$ cat config.mk
export PLATFORM = sky130hd
export DESIGN_NAME = age_ordered_issue_queue
export DESIGN_NICKNAME = d
export VERILOG_FILES = /design/src/rtl/age_ordered_issue_queue.sv
export SDC_FILE = /design/constraint.sdc
export NUM_CORES = 1
export LEC_CHECK = 0
export CORE_ASPECT_RATIO = 1.5
export CORE_MARGIN = 2
export CORE_UTILIZATION = 25
export DETAILED_ROUTE_END_ITERATION = 10
export PLACE_DENSITY = 0.39
export SETUP_SLACK_MARGIN = 0.3
export SYNTH_ARGS = -nofsm -noshare
export SYNTH_HDL_FRONTEND = slang
export SYNTH_SLANG_ARGS = --single-unit
$ cat constraint.sdc
create_clock -name clk -period 16.87 [get_ports clk]
set_input_delay 2.5305 -clock clk [delete_from_list [all_inputs] [get_ports clk]]
set_output_delay 2.5305 -clock clk [all_outputs]
set_load 0.005 [all_outputs]
$ cat src/rtl/age_ordered_issue_queue.sv
// Age-ordered issue queue: holds renamed uops, wakes sources from the CDBs and issues the
// oldest ready uop (by ROB distance from head) into a registered valid/ready output stage.
module age_ordered_issue_queue #(
    parameter int DEPTH     = 8,
    parameter int PREG_W    = 6,
    parameter int ROB_W     = 5,
    parameter int PAYLOAD_W = 64,
    parameter int NUM_CDB   = 2
) (
    input  logic                        clk,
    input  logic                        rst,
    input  logic                        flush,
    input  logic [ROB_W-1:0]            rob_head,
    input  logic                        disp_valid,
    output logic                        disp_ready,
    input  logic [PREG_W-1:0]           disp_ps1,
    input  logic [PREG_W-1:0]           disp_ps2,
    input  logic                        disp_ps1_v,
    input  logic                        disp_ps2_v,
    input  logic [ROB_W-1:0]            disp_rob_idx,
    input  logic [PAYLOAD_W-1:0]        disp_payload,
    input  logic [NUM_CDB-1:0]          cdb_valid,
    input  logic [NUM_CDB*PREG_W-1:0]   cdb_pd,
    output logic                        iss_valid,
    input  logic                        iss_ready,
    output logic [PREG_W-1:0]           iss_ps1,
    output logic [PREG_W-1:0]           iss_ps2,
    output logic [ROB_W-1:0]            iss_rob_idx,
    output logic [PAYLOAD_W-1:0]        iss_payload,
    output logic [$clog2(DEPTH+1)-1:0]  count
);
    localparam int CW = $clog2(DEPTH+1);
    localparam int IW = $clog2(DEPTH);

    logic [DEPTH-1:0]     slot_valid, rdy1, rdy2, wake1, wake2;
    logic [PREG_W-1:0]    ps1_q [DEPTH];
    logic [PREG_W-1:0]    ps2_q [DEPTH];
    logic [ROB_W-1:0]     rob_q [DEPTH];
    logic [PAYLOAD_W-1:0] pay_q [DEPTH];
    logic [ROB_W-1:0]     age   [DEPTH];

    logic [IW-1:0]    free_idx, sel_idx;
    logic             sel_found;
    logic [ROB_W-1:0] best_age;
    logic             disp_r1, disp_r2, disp_fire, issue_load;

    // Tag 0 never matches a broadcast; it is handled as always-ready separately.
    function automatic logic woken(input logic [PREG_W-1:0] tag,
                                   input logic [NUM_CDB-1:0] v,
                                   input logic [NUM_CDB*PREG_W-1:0] pd);
        woken = 1'b0;
        for (int k = 0; k < NUM_CDB; k++)
            if (v[k] && tag != '0 && pd[k*PREG_W +: PREG_W] == tag)
                woken = 1'b1;
    endfunction

    always_comb begin
        wake1 = '0;
        wake2 = '0;
        for (int i = 0; i < DEPTH; i++) begin
            wake1[i] = woken(ps1_q[i], cdb_valid, cdb_pd);
            wake2[i] = woken(ps2_q[i], cdb_valid, cdb_pd);
            age[i]   = rob_q[i] - rob_head;
        end
    end

    assign disp_r1    = disp_ps1_v || disp_ps1 == '0 || woken(disp_ps1, cdb_valid, cdb_pd);
    assign disp_r2    = disp_ps2_v || disp_ps2 == '0 || woken(disp_ps2, cdb_valid, cdb_pd);
    assign disp_ready = count < CW'(DEPTH);
    assign disp_fire  = disp_valid && disp_ready;

    // Descending scan so the lowest free index is the last one written.
    always_comb begin
        free_idx = '0;
        for (int i = DEPTH-1; i >= 0; i--)
            if (!slot_valid[i])
                free_idx = IW'(i);
    end

    always_comb begin
        sel_found = 1'b0;
        sel_idx   = '0;
        best_age  = '0;
        for (int i = 0; i < DEPTH; i++) begin
            if (slot_valid[i] && rdy1[i] && rdy2[i] && (!sel_found || age[i] < best_age)) begin
                sel_found = 1'b1;
                sel_idx   = IW'(i);
                best_age  = age[i];
            end
        end
    end

    assign issue_load = (!iss_valid || iss_ready) && sel_found;

    always_ff @(posedge clk) begin
        if (rst) begin
            slot_valid  <= '0;
            rdy1        <= '0;
            rdy2        <= '0;
            count       <= '0;
            iss_valid   <= 1'b0;
            iss_ps1     <= '0;
            iss_ps2     <= '0;
            iss_rob_idx <= '0;
            iss_payload <= '0;
        end else if (flush) begin
            slot_valid <= '0;
            count      <= '0;
            iss_valid  <= 1'b0;
        end else begin
            rdy1 <= rdy1 | wake1;
            rdy2 <= rdy2 | wake2;
            if (issue_load) begin
                slot_valid[sel_idx] <= 1'b0;
                iss_valid           <= 1'b1;
                iss_ps1             <= ps1_q[sel_idx];
                iss_ps2             <= ps2_q[sel_idx];
                iss_rob_idx         <= rob_q[sel_idx];
                iss_payload         <= pay_q[sel_idx];
            end else if (iss_ready) begin
                iss_valid <= 1'b0;
            end
            // free_idx is never the selected slot, so these writes cannot collide.
            if (disp_fire) begin
                slot_valid[free_idx] <= 1'b1;
                rdy1[free_idx]       <= disp_r1;
                rdy2[free_idx]       <= disp_r2;
            end
            case ({disp_fire, issue_load})
                2'b10:   count <= count + CW'(1);
                2'b01:   count <= count - CW'(1);
                default: count <= count;
            endcase
        end
    end

    always_ff @(posedge clk) begin
        if (!rst && !flush && disp_fire) begin
            ps1_q[free_idx] <= disp_ps1;
            ps2_q[free_idx] <= disp_ps2;
            rob_q[free_idx] <= disp_rob_idx;
            pay_q[free_idx] <= disp_payload;
        end
    end
endmodule

# Word-level counts from Yosys, hierarchy flattened
# Memory sizes are Yosys's and may differ from the RTL's. A register that Yosys moved wholly into a read port is not among the register bits.
# Cells that the tools add are included.
[totals]
register_bits = 29
ramBits = 648
mem_count = 4
[memory_table]
columns = ["memory", "depth", "width", "rd", "rd_ports_with_merged_regs", "write_ports", "line", "text"]
rows = [
  ["pay_q", 8, 64, 1, 1, 1, "39", "logic [PAYLOAD_W-1:0] pay_q [DEPTH];"],
  ["ps1_q", 8, 6, 9, 1, 1, "36", "logic [PREG_W-1:0] ps1_q [DEPTH];"],
  ["ps2_q", 8, 6, 9, 1, 1, "37", "logic [PREG_W-1:0] ps2_q [DEPTH];"],
  ["rob_q", 8, 5, 9, 1, 1, "38", "logic [ROB_W-1:0] rob_q [DEPTH];"],
]
[classes]
addsub = 10
n_lt_le_gt_ge = 12
eq_ne = 38
muxes = 83
bitwise_logic = 6
reduce_logical = 147
[op_table]
columns = ["operator", "n"]
rows = [
  ["$eq 6x6->1", 36],
  ["$reduce_bool 6->1", 18],
  ["$logic_and 1x1->1", 101],
  ["$mux 1", 51],
  ["$mux 8", 6],
  ["$mux 3", 14],
  ["$sub 5x5->5", 8],
  ["$lt 5x5->1", 7],
  ["$mux 5", 7],
  ["$or 8x8->8", 3],
  ["$bwmux 8", 2],
  ["$logic_not 6->1", 2],
  ["$logic_or 1x1->1", 12],
  ["$logic_not 1->1", 10],
  ["$and 8x8->8", 1],
  ["$lt 3x4->1 const B", 2],
  ["$not 8->8", 1],
  ["$pmux 4 s2", 1],
  ["$demux 1 s3", 2],
  ["$ge 3x1->1 const B", 2],
  ["$add 4x1->4 const B", 1],
  ["$lt 4x4->1 const B", 1],
  ["$reduce_bool 2->1", 2],
  ["$sub 4x1->4 const B", 1],
  ["other kinds (5)", 5],
]

# Depth between registers and ports, before layout
# Gate-level depths: netlist of run 1.
[logic_depth]
word_depth = 42
mapped_depth = 75

# Worst setup path before layout of run 1
# OpenSTA, ideal clock, no wires.
[synth_timing]
kind = "input -> register"
start = "input port rob_head[1]"
end = "register iss_payload[10] (read register of pay_q)"
setup_time_ns = 0.119
arrival_ns = 16.271
required_time_ns = 16.751
path_slack_ns = 0.480
stages = 66
path_buffers = 6
path_cell_list = "inv_1 -> fa_1 -> a21o_1 -> a21oi_1 -> xnor2_1 -> nand2_1 -> ha_1 -> a21oi_1 -> o211ai_1 -> o22ai_1 -> mux2_2 -> ha_1 -> a211oi_1 -> o21ai_0 -> a211oi_1 -> nand2_1 -> and2_1 -> ha_1 -> [30 not listed] -> a211oi_2 -> o21a_1 -> buf_2 -> a211o_1 -> o21ai_0 -> ha_1 -> a21o_1 -> a21o_1 -> a21oi_1 -> nand3_1 -> or2_2 -> o211ai_2 -> nor2_2 -> nand4b_1 -> buf_2 -> buf_1 -> o211ai_1 -> o221a_1"
[synth_between]
elab_chain_len = 32
[synth_rtl]
columns = ["element", "line", "text"]
rows = [
  ["start, declared", "13", "input logic [ROB_W-1:0] rob_head,"],
  ["$sub 5x5->5", "63", "age[i] = rob_q[i] - rob_head;"],
  ["$mux 5", "85", "if (slot_valid[i] && rdy1[i] && rdy2[i] && (!sel_found || age[i] < best_age)) begin"],
  ["$lt 5x5->1", "85", ""],
  ["$logic_or 1x1->1", "85", ""],
  ["$logic_and 1x1->1", "85", ""],
  ["$mux 5 or $mux 1 (tied branches)", "85", ""],
  ["$lt 5x5->1 or $logic_not 1->1 (tied branches)", "85", ""],
  ["$logic_or 1x1->1", "85", ""],
  ["[16 not listed]", "--", ""],
  ["$logic_and 1x1->1", "85", ""],
  ["$mux 5 or $mux 1 (tied branches)", "85", ""],
  ["$lt 5x5->1 or $logic_not 1->1 (tied branches)", "85", ""],
  ["$logic_or 1x1->1", "85", ""],
  ["$logic_and 1x1->1", "85", ""],
  ["$mux 1", "85", ""],
  ["$logic_and 1x1->1", "93", "assign issue_load = (!iss_valid || iss_ready) && sel_found;"],
  ["$reduce_and 2->1 (no source line)", "--", ""],
  ["end, declared", "29", "output logic [PAYLOAD_W-1:0] iss_payload,"],
]
# Parallel ways exist; a longest one is shown, timed or not.
# A chain may end at the register's enable or synchronous reset.

# Final worst setup path of run 1
[layout_timing]
start = "input port rob_head[0]"
end = "register iss_payload[33] (read register of pay_q)"
# The elaborated chain is that of the path after synthesis.

==> results.cfg, run 1 <==
[status]
status = complete, no violations

[sta]
tns_ns = 0
setup_viol = 0
finalClockSkew_ns = 0.02673
period_minus_slack_ns = 15.73
slew_viol_final = 0
max_freq_ghz = 0.06356
hold_viol = 0
rsz0062_at_grt = false
period_share = 0.9326
slew_headroom = 0.1605
tightestPinTransition_ns = 1.255

[synth]
synth_edf_count = 648
yosysUniqueCellTypes = 69
syn_area_um2 = 33300
synthTopCellsByCount = 648 x edfxtp_1, 147 x mux2i_1, 141 x nand2_1
synth_warnings = 0
synthCells = 2349
yosysTopAreaCell = edfxtp_1
syn_avg_cell_area_um2 = 14.18
yosysMostFrequentCell = edfxtp_1
synth_seq_cells = 758
synth.area.top_cells = edfxtp_1 58%, dfxtp_1 6.6%, mux2i_1 4.4%, xnor2_1 3.5%, xor2_1 3.1%
ys_seq_area_frac = 0.6505
synth_top_flop_cell = edfxtp_1
async_flop_share = 0
syn_nets = 2528
synth_top_area_frac = 0.5844

[grt]
grt_max_degree = 72
grt_pass1_wl_mm = 164.1
track_usage = 0.1670
overflow = 0
antenna_found_initial = 14
grt_pass1_vias = 22540

[clock_network]
clock_latency_ns = 0.67
cts_tree = yes
cts.sinks = 758
numCtsBuffers = 81
clkTransAtPathRegs_ns = 0.06
root_buffer = clkbuf_16
cts_htree_levels = 3
clock_path_buffers = 3

[drt]
antenna_left = 0
num_vias = 21700
wl_per_cell_um = 27.25
wirelength_mm = 119.3
drt-initial-drc-count = 1389
drc_errors = 0
via_per_inst = 4.958
drt_first_pass_iters = 5

[die]
rows = 164
die_x_um = 302.0
initial_core_util = 0.2508
chipHeight_um = 451.0
io_pins = 194
core_area_um2 = 132800
die_area_um2 = 136200

[pwr]
finalPower_mw = 4.034
p_leak_nw = 13.83
p_per_area_nw_per_um2 = 99.34
ir_worst_vdd_mv = 0.06860

[worst_setup_path]
crit_top_cell = ha_1
crit_arrival_ns = 16.29
cp_top_family = compound AO/OA/AOI/OAI gates
crit_type = input pin to register
required_ns = 17.43
worst_setup_path_end_kind = register
path_max_fanout = 20
crit_buf_inv = 14
r2r_slack_ns = 3.07
slowest_stage = clkdlybuf4s50_1
slowest_delay_ns = 0.52
startpoint_type = input pin

[placed_design]
dp_hpwl_mm = 68.68
gp_congestion = 0.8112
io_buffer_count = 193

[hold_path]
hold_path.class = register to register

[layout]
drive_gt1_frac = 0.1155
fillerInstances = 13110
nNetsFinal = 2746
area_growth_pct = 21.94

[job]
max_cap_violations = 0
==> cells in the final DEF, fill, tap and decap left out, types with 28 or more instances in the layout <==
| cell type | instances |
|---|---|
| o221a_1 | 68 |
| dfxtp_1 | 110 |
| clkdlybuf4s50_1 | 181 |
| o22ai_1 | 30 |
| xnor2_1 | 134 |
| a32oi_1 | 50 |
| nor2_1 | 56 |
| edfxtp_1 | 648 |
| a21oi_1 | 104 |
| inv_1 | 39 |
| a221oi_1 | 79 |
| nand2_1 | 141 |
| a21o_1 | 28 |
| mux2i_1 | 138 |
| o21ai_1 | 33 |
| nor4_1 | 44 |
| buf_4 | 63 |
| clkbuf_16 | 88 |
| xor2_1 | 117 |
| o211ai_1 | 56 |
| nand4_1 | 46 |
| ha_1 | 63 |
==> power breakdown <==
part | switching [mW] | total, mW | internal (mW) | leakage, nW
Sequential | 0.00491 | 2.05 | 2.04 | 6.72
Clock | 0.761 | 1.81 | 1.05 | 1.31
Combinational | 0.113 | 0.181 | 0.0671 | 5.80
==> area by class of cell <==
cell class                      instances  area, um^2  area share
Antenna cell                            2       5.005   0.0001233
Clock buffer                          103        2202     0.05423
Timing Repair Buffer                  282        2856     0.07035
Multi-Input combinational cell       1403       11110      0.2736
Tap cell                             1743        2181     0.05371
Sequential cell                       758       21660      0.5335
Inverter                               41       155.1    0.003821
Clock inverter                         45       432.9     0.01066
==> path summary, 6_finish.rpt <==
path	start	endpoint	cells past startpoint
worst min-delay path	rdy1[6]	rdy1[6]	2
worst min register to register	rdy1[6]	rdy1[6]	2
worst max-delay path	rob_head[0]	iss_payload[33]	74
worst max register to register	rob_q[0][0]	iss_payload[33]	74
==> sequential cells by signal, indices dropped and copies added (netlist names) <==
| signal | flops |
|---|---|
| count | 4 |
| iss_payload | 64 |
| iss_ps1 | 6 |
| iss_ps2 | 6 |
| iss_rob_idx | 5 |
| iss_valid | 1 |
| pay_q | 512 |
| ps1_q | 48 |
| ps2_q | 48 |
| rdy1 | 8 |
| rdy2 | 8 |
| rob_q | 40 |
| slot_valid | 8 |
==> tightest hold or removal path: stages, from the launching register on <==
cell	delay, ns
dfxtp_1	0.31
nor2_1	0.09
a211oi_1	0.05
==> through the flow <==
step	hold WS, ns	instance area (um^2)	setup slack, ns	util	cells
final	0.4989	40600	1.137	0.3058	4377
after global routing	0.5374	40600	0.2588	0.3058	4376
after CTS	0.4975	40060	0.3090	0.3017	4345
after detailed placement	0.4906	37420	-0.5195	0.2818	4197
after global placement	0.4869	37420	-0.2745	0.2818	4197
after floorplan	0.4738	33300	0.4800	-	2349
==> metal layers <==
layer / vias up / wire length (um) / global-route usage
li1: 9718 / - / -
met1: 11240 / 49350 / 0.2007
met2: 547 / 60960 / 0.2967
met3: 179 / 5548 / 0.03189
met4: 20 / 3268 / 0.05546
met5: - / 137 / 0
==> what timing repair did <==
item                       4_1_cts  5_1_grt
cloned                           0        8
hold buffers                     0        0
pin swaps                        0        5
resized for setup                1       50
buffers inserted                 0       22
setup endpoints to repair        4       89
==> logic make-up after synthesis <==
logic type / synth area share
muxes: 0.04554
DFF: 0.6505
AOI/OAI and AO/OA: 0.1308
buffers and inverters: 0.02540
xor gates and xnor gates: 0.06602
and+or+nand+nor: 0.05264
adders and majority gates: 0.02908
(Power assumes the default switching activity.)
==> inputs of run 2 (changes only) <==
--- a/config.mk
+++ b/config.mk
@@ -10,7 +10,6 @@
 export CORE_UTILIZATION = 25
 export DETAILED_ROUTE_END_ITERATION = 10
 export PLACE_DENSITY = 0.39
-export SETUP_SLACK_MARGIN = 0.3
 export SYNTH_ARGS = -nofsm -noshare
 export SYNTH_HDL_FRONTEND = slang
 export SYNTH_SLANG_ARGS = --single-unit
==> run 2 against run 1 <==
  * Clock skew rose by 0.0014 ns
  * Maximum frequency fell by 1.9%
  * Non-clock buffer count fell by 15
  * Global-route usage barely moved
  * Critical path depth fell by 1
  * Flip-flop and latch count did not move
  * Sequential power barely moved
  * Die area did not move
  * Final area fell by 0.65%
  * Combinational power barely moved
  * Wire length fell by 2.2%
==> results.cfg, run 2 (synthesized netlist as in run 1, its figures left out) <==
[status]
status = complete, no violations

[layout]
nNetsFinal = 2730
max_flop_register = pay_q
largest_registers = pay_q: 512 flops, iss_payload: 64 flops
drive_gt1_frac = 0.1044
layout_common_cells = 648 x edfxtp_1, 181 x clkdlybuf4s50_1, 144 x mux2i_1, 141 x nand2_1, 134 x xnor2_1
mostFrequentLayoutCell = edfxtp_1
largest_reg_flops = 512
area_growth_pct = 21.15
fillerInstances = 13130

[pwr]
p_per_area_nw_per_um2 = 99.96
p_leak_nw = 13.74
finalPower_mw = 4.032
ir_worst_vdd_mv = 0.06893

[clock_network]
clock_path_buffers = 3
root_buffer = clkbuf_16
cts.sinks = 758
numCtsBuffers = 81
clock_latency_ns = 0.68
cts-hold-fix-buffers = 0
cts_tree = yes
cts_htree_levels = 3
clkTransAtPathRegs_ns = 0.06

[worst_setup_path]
startpoint_type = input pin
r2r-start = rob_q[0][0]
crit_arrival_ns = 16.61
path_max_fanout = 26
slowest_stage = clkdlybuf4s50_1
crit_type = input pin to register
slowest_delay_ns = 0.52
r2r_slack_ns = 2.75
worst_setup_path_end_kind = register
required_ns = 17.44
ff2ff_path_depth = 73
crit_buf_inv = 13
r2r-end = iss_ps1[5]
cp_top_family = compound AO/OA/AOI/OAI gates

[die]
io_pins = 194
chipHeight_um = 451.0
initial_core_util = 0.2508
die_area_um2 = 136200
core_area_um2 = 132800
rows = 164
die_x_um = 302.0

[hold_path]
min_path_cells = 2
hold_path.class = register to register
min_to = rdy1[6]
min_from = rdy1[6]

[sta]
setup_viol = 0
finalClockSkew_ns = 0.02810
hold_slack_ns = 0.4999
tightestPinTransition_ns = 1.309
period_minus_slack_ns = 16.04
slew_viol_final = 0
slew_headroom = 0.1244
max_freq_ghz = 0.06233
period_share = 0.9510
hold_viol = 0

[drt]
drt_first_pass_iters = 5
num_vias = 21610
via_per_inst = 4.956
drt-initial-drc-count = 1398
wl_per_cell_um = 26.74
wirelength_mm = 116.6
antenna_left = 0
drc_errors = 0

[grt]
antenna_found_initial = 14
grt_pass1_vias = 22530
track_usage = 0.1670
grt_max_degree = 72
grt_pass1_wl_mm = 164.0
overflow = 0

[job]
max_cap_violations = 0

[placed_design]
io_buffer_count = 193
gp_congestion = 0.8112
dp_hpwl_mm = 68.68
-- run 2: timing repair --
item / 4_1_cts / 5_1_grt
endpoints found under the setup margin: 0 / 89
gates resized for setup: 0 / 27
buffers inserted: 0 / 11
-- run 2: where the power goes --
| group | internal [mW] | total [mW] | leakage [nW] | switching, mW |
|---|---|---|---|---|
| sequential | 2.04 | 2.05 | 6.72 | 0.00483 |
| clock | 1.05 | 1.81 | 1.31 | 0.761 |
| combinational | 0.0668 | 0.180 | 5.70 | 0.113 |
-- run 2: layer usage --
metal | track usage | wire length (um) | vias to the layer above
met2 | 0.2966 | 59480 | 541
met4 | 0.05546 | 3489 | 20
met1 | 0.2007 | 48130 | 11180
li1 | - | - | 9684
met5 | 0 | 137 | -
met3 | 0.03189 | 5386 | 193
-- run 2: worst max-delay path by stage --
stage                      end  cells past startpoint  slack [ns]         from
2_1_floorplan  iss_payload[10]                     66        0.48  rob_head[1]
3_3_place_gp        iss_ps2[3]                     67       -0.27  rob_head[0]
3_5_place_dp    iss_payload[5]                     66       -0.52  rob_head[0]
4_1_cts         iss_payload[5]                     66        0.15  rob_head[0]
5_1_grt        iss_payload[39]                     74       -0.02  rob_head[0]
6_report            iss_ps1[5]                     73        0.83  rob_head[0]
-- run 2: per-stage QoR --
step	instance area, um^2	utilization	std cells	setup slack (ns)	setup TNS [ns]
after floorplan	33300	-	2349	0.4800	0
final	40340	0.3039	4361	0.8258	0
after global placement	37420	0.2818	4197	-0.2745	-3.667
after global routing	40340	0.3038	4360	-0.02230	-0.02230
after detailed placement	37420	0.2818	4197	-0.5195	-21.53
after CTS	40050	0.3017	4345	0.1513	0
-- run 2: area by class of cell --
type / instances / area [um^2] / share of cell area
clock buffer: 103 / 2202 / 0.05459
tap: 1743 / 2181 / 0.05406
sequential: 758 / 21660 / 0.5370
multi-input combinational: 1402 / 11020 / 0.2732
antenna: 2 / 5.005 / 0.0001241
inverter: 41 / 155.1 / 0.003846
clock inverter: 45 / 432.9 / 0.01073
timing repair buffer: 267 / 2681 / 0.06647
-- run 2: tightest hold or removal path, delay by kind of cell, from the launching register on --
family          cells  cell delay [ns]
compound gates      1             0.05
flops               1             0.31
simple gates        1             0.09
